==> config.mk <==
export PLATFORM = sky130hd
export DESIGN_NAME = ex_mem_skid
export DESIGN_NICKNAME = d
export VERILOG_FILES = /design/src/rtl/ex_mem_skid.sv
export SDC_FILE = /design/constraint.sdc
export NUM_CORES = 1
export LEC_CHECK = 0
export ABC_CLOCK_PERIOD_IN_PS = 11800
export CORE_UTILIZATION = 49
export DETAILED_ROUTE_END_ITERATION = 7
export GPL_TIMING_DRIVEN = 0
export PLACE_DENSITY = 0.8
export SYNTH_ARGS = -nofsm -noshare
export SYNTH_HDL_FRONTEND = slang
export SYNTH_SLANG_ARGS = --single-unit
export TNS_END_PERCENT = 100
==> constraint.sdc <==
create_clock -name clk -period 11.8 [get_ports clk]
set_input_delay 2.36 -clock clk [delete_from_list [all_inputs] [get_ports clk]]
set_output_delay 2.36 -clock clk [all_outputs]
set_load 0.01 [all_outputs]
==> src/rtl/ex_mem_skid.sv <==
// EX->MEM pipeline register with a main + skid entry so MEM back-pressure never reaches ex_ready combinationally.
// Optional stall counter port stall_cycles is built only when EX_MEM_PERF_EN is defined.
module ex_mem_skid #(
   parameter int         XLEN     = 32,
   parameter int         REG_AW   = 5,
   parameter logic [4:0] NO_LOAD  = 5'd0,
   parameter logic [2:0] NO_STORE = 3'd0
) (
   input  logic              clk,
   input  logic              rst_n,
   input  logic              ex_valid,
   output logic              ex_ready,
   input  logic [XLEN-1:0]   ex_rd,
   input  logic              ex_rd_en,
   input  logic [REG_AW-1:0] ex_rd_addr,
   input  logic [4:0]        ex_load_flag,
   input  logic [2:0]        ex_store_flag,
   input  logic [XLEN-1:0]   ex_store_data,
   input  logic              flush,
   output logic              mem_valid,
   input  logic              mem_ready,
   output logic [XLEN-1:0]   mem_rd,
   output logic              mem_rd_en,
   output logic [REG_AW-1:0] mem_rd_addr,
   output logic [4:0]        mem_load_flag,
   output logic [2:0]        mem_store_flag,
   output logic [XLEN-1:0]   mem_store_data,
   output logic              fwd_valid,
   output logic              fwd_is_load
`ifdef EX_MEM_PERF_EN
   ,
   output logic [31:0]       stall_cycles
`endif
);

   localparam int PW = 2*XLEN + REG_AW + 9;

   typedef enum logic [1:0] {EMPTY, ONE, TWO} state_t;

   state_t          state_reg, state_next;
   logic [PW-1:0]   main_reg, skid_reg;
   logic [PW-1:0]   in_payload, bubble_payload, out_payload;
   logic            push, pop;
   logic            main_from_in, main_from_skid, skid_from_in;

   assign in_payload     = {ex_rd, ex_rd_en, ex_rd_addr, ex_load_flag, ex_store_flag, ex_store_data};
   assign bubble_payload = {{XLEN{1'b0}}, 1'b0, {REG_AW{1'b0}}, NO_LOAD, NO_STORE, {XLEN{1'b0}}};

   // ex_ready decodes the state register only, breaking the mem_ready -> ex_ready path
   assign ex_ready  = (state_reg != TWO);
   assign mem_valid = (state_reg != EMPTY);
   assign push      = ex_valid & ex_ready;
   assign pop       = mem_valid & mem_ready;

   always_comb begin
      state_next     = state_reg;
      main_from_in   = 1'b0;
      main_from_skid = 1'b0;
      skid_from_in   = 1'b0;
      case (state_reg)
         EMPTY: begin
            if (push) begin
               main_from_in = 1'b1;
               state_next   = ONE;
            end
         end
         ONE: begin
            if (push && pop) begin
               main_from_in = 1'b1;
            end else if (push) begin
               skid_from_in = 1'b1;
               state_next   = TWO;
            end else if (pop) begin
               state_next   = EMPTY;
            end
         end
         TWO: begin
            if (pop) begin
               main_from_skid = 1'b1;
               state_next     = ONE;
            end
         end
         default: state_next = EMPTY;
      endcase
      // flush wins over any push or pop in the same cycle
      if (flush) begin
         state_next     = EMPTY;
         main_from_in   = 1'b0;
         main_from_skid = 1'b0;
         skid_from_in   = 1'b0;
      end
   end

   always_ff @(posedge clk) begin
      if (!rst_n) begin
         state_reg <= EMPTY;
      end else begin
         state_reg <= state_next;
      end
   end

   // Payload storage needs no reset: it is only observed while the matching state says it is valid
   always_ff @(posedge clk) begin
      if (main_from_in) begin
         main_reg <= in_payload;
      end else if (main_from_skid) begin
         main_reg <= skid_reg;
      end
      if (skid_from_in) begin
         skid_reg <= in_payload;
      end
   end

   assign out_payload = mem_valid ? main_reg : bubble_payload;
   assign {mem_rd, mem_rd_en, mem_rd_addr, mem_load_flag, mem_store_flag, mem_store_data} = out_payload;

   assign fwd_valid   = mem_valid & mem_rd_en & (mem_rd_addr != '0);
   assign fwd_is_load = mem_valid & (mem_load_flag != NO_LOAD);

`ifdef EX_MEM_PERF_EN
   logic [31:0] stall_cycles_reg;

   always_ff @(posedge clk) begin
      if (!rst_n) begin
         stall_cycles_reg <= 32'd0;
      end else if (mem_valid && !mem_ready) begin
         stall_cycles_reg <= stall_cycles_reg + 32'd1;
      end
   end

   assign stall_cycles = stall_cycles_reg;
`endif

endmodule
=== Yosys cells after proc, flatten, opt, wreduce, memory -nomap -nowiden ===
Cells that the tools add are included.

* Flip-flop bits (word level): 158
* Input bits: 83
* Logic and storage cells: 43

* Equality and inequality tests: 7
* Muxes and demuxes: 19
* Bitwise logic cells: 6
* Reductions and logical operators: 8

{| class="wikitable"
|+ Operators by type and width
! kind !! count
|-
| 78-bit 2-to-1 mux || 3
|-
| 2-bit 2-to-1 mux || 5
|-
| 5-bit nonzero test || 2
|-
| 1-bit 2-to-1 mux || 9
|-
| 2-bit inequality test, second input constant || 4
|-
| 2-bit case mux with 3 select lines || 1
|-
| 1-bit bitwise AND || 5
|-
| 4-bit AND reduction || 1
|-
| 2-bit nonzero test || 2
|-
| 3-bit inequality test, second input constant || 1
|-
| 2-bit by 1-bit == test with 1-bit output, second input constant || 1
|-
| 2-bit == test, second input constant || 1
|-
| 2-bit logical NOT || 1
|-
| 1-bit case mux with 2 select lines || 1
|-
| 2-bit OR reduction || 1
|-
| 1-bit logical AND || 1
|-
| 1-bit inverter || 1
|}

=== Logic depth before layout (Yosys ltp) ===
* Depth after elaboration: 7
* Depth in mapped cells: 5
* Mapped depth without buffers: 3

=== Least setup slack after synthesis ===
OpenSTA, ideal clock, no wires.

* Path type: input to register
* Start: input port ex_valid
* End: register skid_reg[0] (enable)
* Arrival: 8.288 ns
* Required time: 11.172 ns
* Path slack: 2.884 ns
* Cell stages on the path: 2
* Cell sequence: nor2b_2 -> nor3b_1

* Cells in the longest elaborated chain, start to end: 5
* Elaborated cells on any way between the ends: 6
* Classes of those cells: mux: 4; bitwise: 1; reduce/logical: 1

{| class="wikitable"
|+ Ends and longest elaborated chain
! item !! line !! source
|-
| from (decl) || 11 || <nowiki>input logic ex_valid,</nowiki>
|-
| 1-bit bitwise AND (*) || 52 || <nowiki>assign push = ex_valid & ex_ready;</nowiki>
|-
| 1-bit 2-to-1 mux or 1-bit logical AND (tied branches) || 70, 68 ||
|-
| 1-bit 2-to-1 mux (*) || 68 || <nowiki>if (push && pop) begin</nowiki>
|-
| 1-bit 2-to-1 mux (*) || 60 || <nowiki>case (state_reg)</nowiki>
|-
| 1-bit 2-to-1 mux (*) || 86 || <nowiki>if (flush) begin</nowiki>
|-
| named net skid_from_in || 44 || <nowiki>logic main_from_in, main_from_skid, skid_from_in;</nowiki>
|-
| to (signal assigned) || 110 || <nowiki>skid_reg <= in_payload;</nowiki>
|-
| to (decl) || 41 || <nowiki>logic [PW-1:0] main_reg, skid_reg;</nowiki>
|}

The timed path passes the listed nets; every way through them passes the cells marked *.
A chain may end at the register's enable or synchronous reset.

=== Worst setup path in the final report ===
* Start: register state_reg[1]
* End: output port mem_store_data[31]

* Cells in the longest elaborated chain, start to end: 2

{| class="wikitable"
|+ Ends and longest elaborated chain
! item !! line !! source
|-
| from (decl) || 40 || <nowiki>state_t state_reg, state_next;</nowiki>
|-
| from (signal assigned) || 98 || <nowiki>state_reg <= state_next;</nowiki>
|-
| 2-bit nonzero test || 51 || <nowiki>assign mem_valid = (state_reg != EMPTY);</nowiki>
|-
| 78-bit 2-to-1 mux || 114 || <nowiki>assign out_payload = mem_valid ? main_reg : bubble_payload;</nowiki>
|-
| to (decl) || 27 || <nowiki>output logic [XLEN-1:0] mem_store_data,</nowiki>
|}

Every way passes these cells.

==> key figures <==
Clock tree
  – CTS sink cnt: 158
  – Clk_lat worst skew: 410 ps
  – Max Buffers Root-to-Sink: 2
  – Clock slew at reported path FFs: 50 ps
  – Root Buffer Master: clkbuf_16
  – CTS Buf Count: 17
  – H-tree depth: 4
  – Hold-fix buffers, CTS: 0
  – Resize count post-CTS: 0
  – CTS tree: done
  – Setup Fix Bufs, Post-CTS: 0

Worst setup path
  – Crit Path Max Fanout: 10
  – CP cell instances: or2_1, buf_2, clkbuf_1, and2_1, clkdlybuf4s50_1
  – Crit path max-delay cell type: clkdlybuf4s50_1
  – Crit start category: flip-flop
  – Slowest stage delay, CP: 540 ps
  – WP buf/inv: 3
  – CP Capture Type: output port
  – Delay-heaviest family, CP: buffers and inverters
  – CP Data Arrival Time: 2340 ps
  – Worst path required time: 9440 ps
  – Critical path class: reg -> out

Timing
  – Final hold violation count: 0
  – Slew margin rel.: 41.4%
  – Fin Setup TNS: 0 ps
  – Min Tclk post-route: 4700 ps
  – Fmax: 0.213 GHz
  – Final Skew: 5.18 ps
  – Final setup viols: 0
  – Slew Viols, Final: 0
  – Unrepaired setup endpoints after global routing: false
  – Worst-Margin Slew: 876 ps
  – Share of the clock period used by the worst path: 39.8%

Synthesis
  – Mapped cell area: 6360 sq um
  – Yosys cell types: 23
  – FF+latch count, synth: 158
  – Avg Cell Area, Syn: 18.1 sq um
  – Yosys top cell by area: edfxtp_1
  – Gate Count Post-Synth: 352
  – Synth area leaders: edfxtp_1 74%, mux2_2 12%, and2_1 7.7%
  – Synth top area share: 73.6%
  – Syn Nets: 435
  – Sequential fraction of the synthesis area: 74.3%
  – Synth Warn #: 0

Pwr
  – Net Switching: 0.241 mW
  – Pwr Density: 141 nW/um^2
  – Sequential share of power: 50.3%
  – Int Pwr: 1.02 mW
  – Net Sw Frac: 19.1%
  – Part of the power in the clock network: 41.4%
  – Combinational share of power: 8.2%
  – Worst vdd ir: 102 uV
  – Leak Pwr: 3.09 nW

Floorplanning
  – Total Die Area: 13400 sq um
  – Core Region: 12600 sq um
  – Die X: 116 um
  – Row count: 41
  – I/O pin cnt: 165
  – Initial Util: 50.4%
  – Die height: 116 um

Place
  – DPL Wire Length: 8850 um
  – Placed inst area: 8400 sq um
  – Input/output buffers: 164
  – Routability Congestion: 0.668

Final layout
  – Fill cells: 862
  – Commonest non-fill, non-tap cells in the layout: 164 x clkdlybuf4s50_1, 156 x edfxtp_1, 78 x and2_1, 69 x mux2_2, 17 x clkbuf_16
  – Post-Layout Inst Area: 8960 sq um
  – N_diodes: 0
  – Layout cells sized above 1: 23.1%
  – Nets: 628
  – Area delta synth->final: 40.8%
  – Most common cell after layout, fill and taps aside: clkdlybuf4s50_1

Route
  – First drt pass iteration count: 4
  – Remaining DRCs: 0
  – Drt total wl: 12600 um
  – Vias per cell: 4.98
  – DR WL/cell: 17.4 um
  – DR iter-0 viols: 140
  – Vias: 3624
  – Routed Antenna Nets: 0

Global route
  – Vias in the first global route: 3872
  – First-pass GRT wire length: 19400 um
  – Initial antenna violation count: 0
  – Overflow after GRT: 0
  – Pin count of the biggest net entering global routing: 31
  – Total GRT Usage: 19.9%

Job
  – Max Cap Viol: 0

Status
  – Status: completed

Min path
  – Hold Path Class: reg -> reg
==> metal layers <==
layer	vias up	GRT usage [%]	part of all wire, %
met4	0	8.72	1.5
li1	1708	-	-
met2	120	34.6	53
met3	18	6.54	6.7
met1	1778	22.3	39
met5	-	0	0
==> worst register-to-register path, cell delays in order (launching register included) <==
cell	delay (ps)
dfxtp_1	360
nor2b_2	230
nand3b_4	160
buf_6	190
buf_6	170
o21ai_4	190
buf_16	240
buf_12	220
==> Yosys cell counts (all sizes together) <==
| library cell | number |
|---|---|
| mux2 | 78 |
| o21a | 2 |
| or2 | 1 |
| dfxtp | 2 |
| and2 | 78 |
| o32a | 1 |
| a21oi | 1 |
| nand3b | 1 |
| a211oi | 1 |
| nand2b | 3 |
| clkbuf | 7 |
| inv | 2 |
| nor3b | 1 |
| o21ai | 1 |
| edfxtp | 156 |
| o211ai | 1 |
| buf | 10 |
| or4 | 2 |
| nor2b | 1 |
| nand2 | 3 |
==> per-stage QoR <==
| stage | utilization, % | instances | hold slack [ps] | power [mW] | setup slack [ps] |
|---|---|---|---|---|---|
| after floorplan | - | 352 | 481 | 0.692 | 2880 |
| after global placement | 65.1 | 688 | 504 | 0.749 | -691 |
| after detailed placement | 66.6 | 698 | 531 | 0.752 | 7130 |
| after CTS | 71.0 | 727 | 546 | 1.28 | 7060 |
| after global routing | 71.0 | 727 | 558 | 1.30 | 6970 |
| final | 71.0 | 727 | 545 | 1.26 | 7100 |
==> logic make-up (layout without fill, tap and decap cells) <==
group,Yosys count,after routing,share of synthesized area [%]
buf+inv,19,222,1.51
flops,158,158,74.3
mux,78,78,14.3
compound gates,7,7,0.787
simple gates,90,90,9.09
==> area by class of cell <==
class | instances | area, sq um | area share (%)
well taps | 172 | 215 | 2.40
clock buffers | 20 | 437 | 4.87
flip-flops and latches | 158 | 4720 | 52.7
inverters | 2 | 7.51 | 0.0838
repair buffers | 174 | 1810 | 20.2
multi-input cells | 175 | 1560 | 17.4
clock inverters | 9 | 121 | 1.35
plain buffers | 17 | 88.8 | 0.992
==> final timing paths <==
kind	start	endpoint	slack, ps	cells past startpoint
max reg2reg	state_reg[1]	main_reg[35]	9720	7
min	skid_reg[55]	main_reg[55]	550	1
max	state_reg[1]	mem_store_data[31]	7100	5
min reg2reg	skid_reg[55]	main_reg[55]	550	1
==> power groups by stage <==
| stage | clock network [mW] | registers (mW) | logic [mW] |
|---|---|---|---|
| 2_1_floorplan | 0 | 0.650 | 0.0419 |
| 6_report | 0.523 | 0.636 | 0.104 |
| 3_5_place_dp | 0 | 0.648 | 0.104 |
| 3_3_place_gp | 0 | 0.652 | 0.0968 |
| 4_1_cts | 0.536 | 0.636 | 0.105 |
| 5_1_grt | 0.556 | 0.637 | 0.111 |
(Power assumes the default switching activity.)
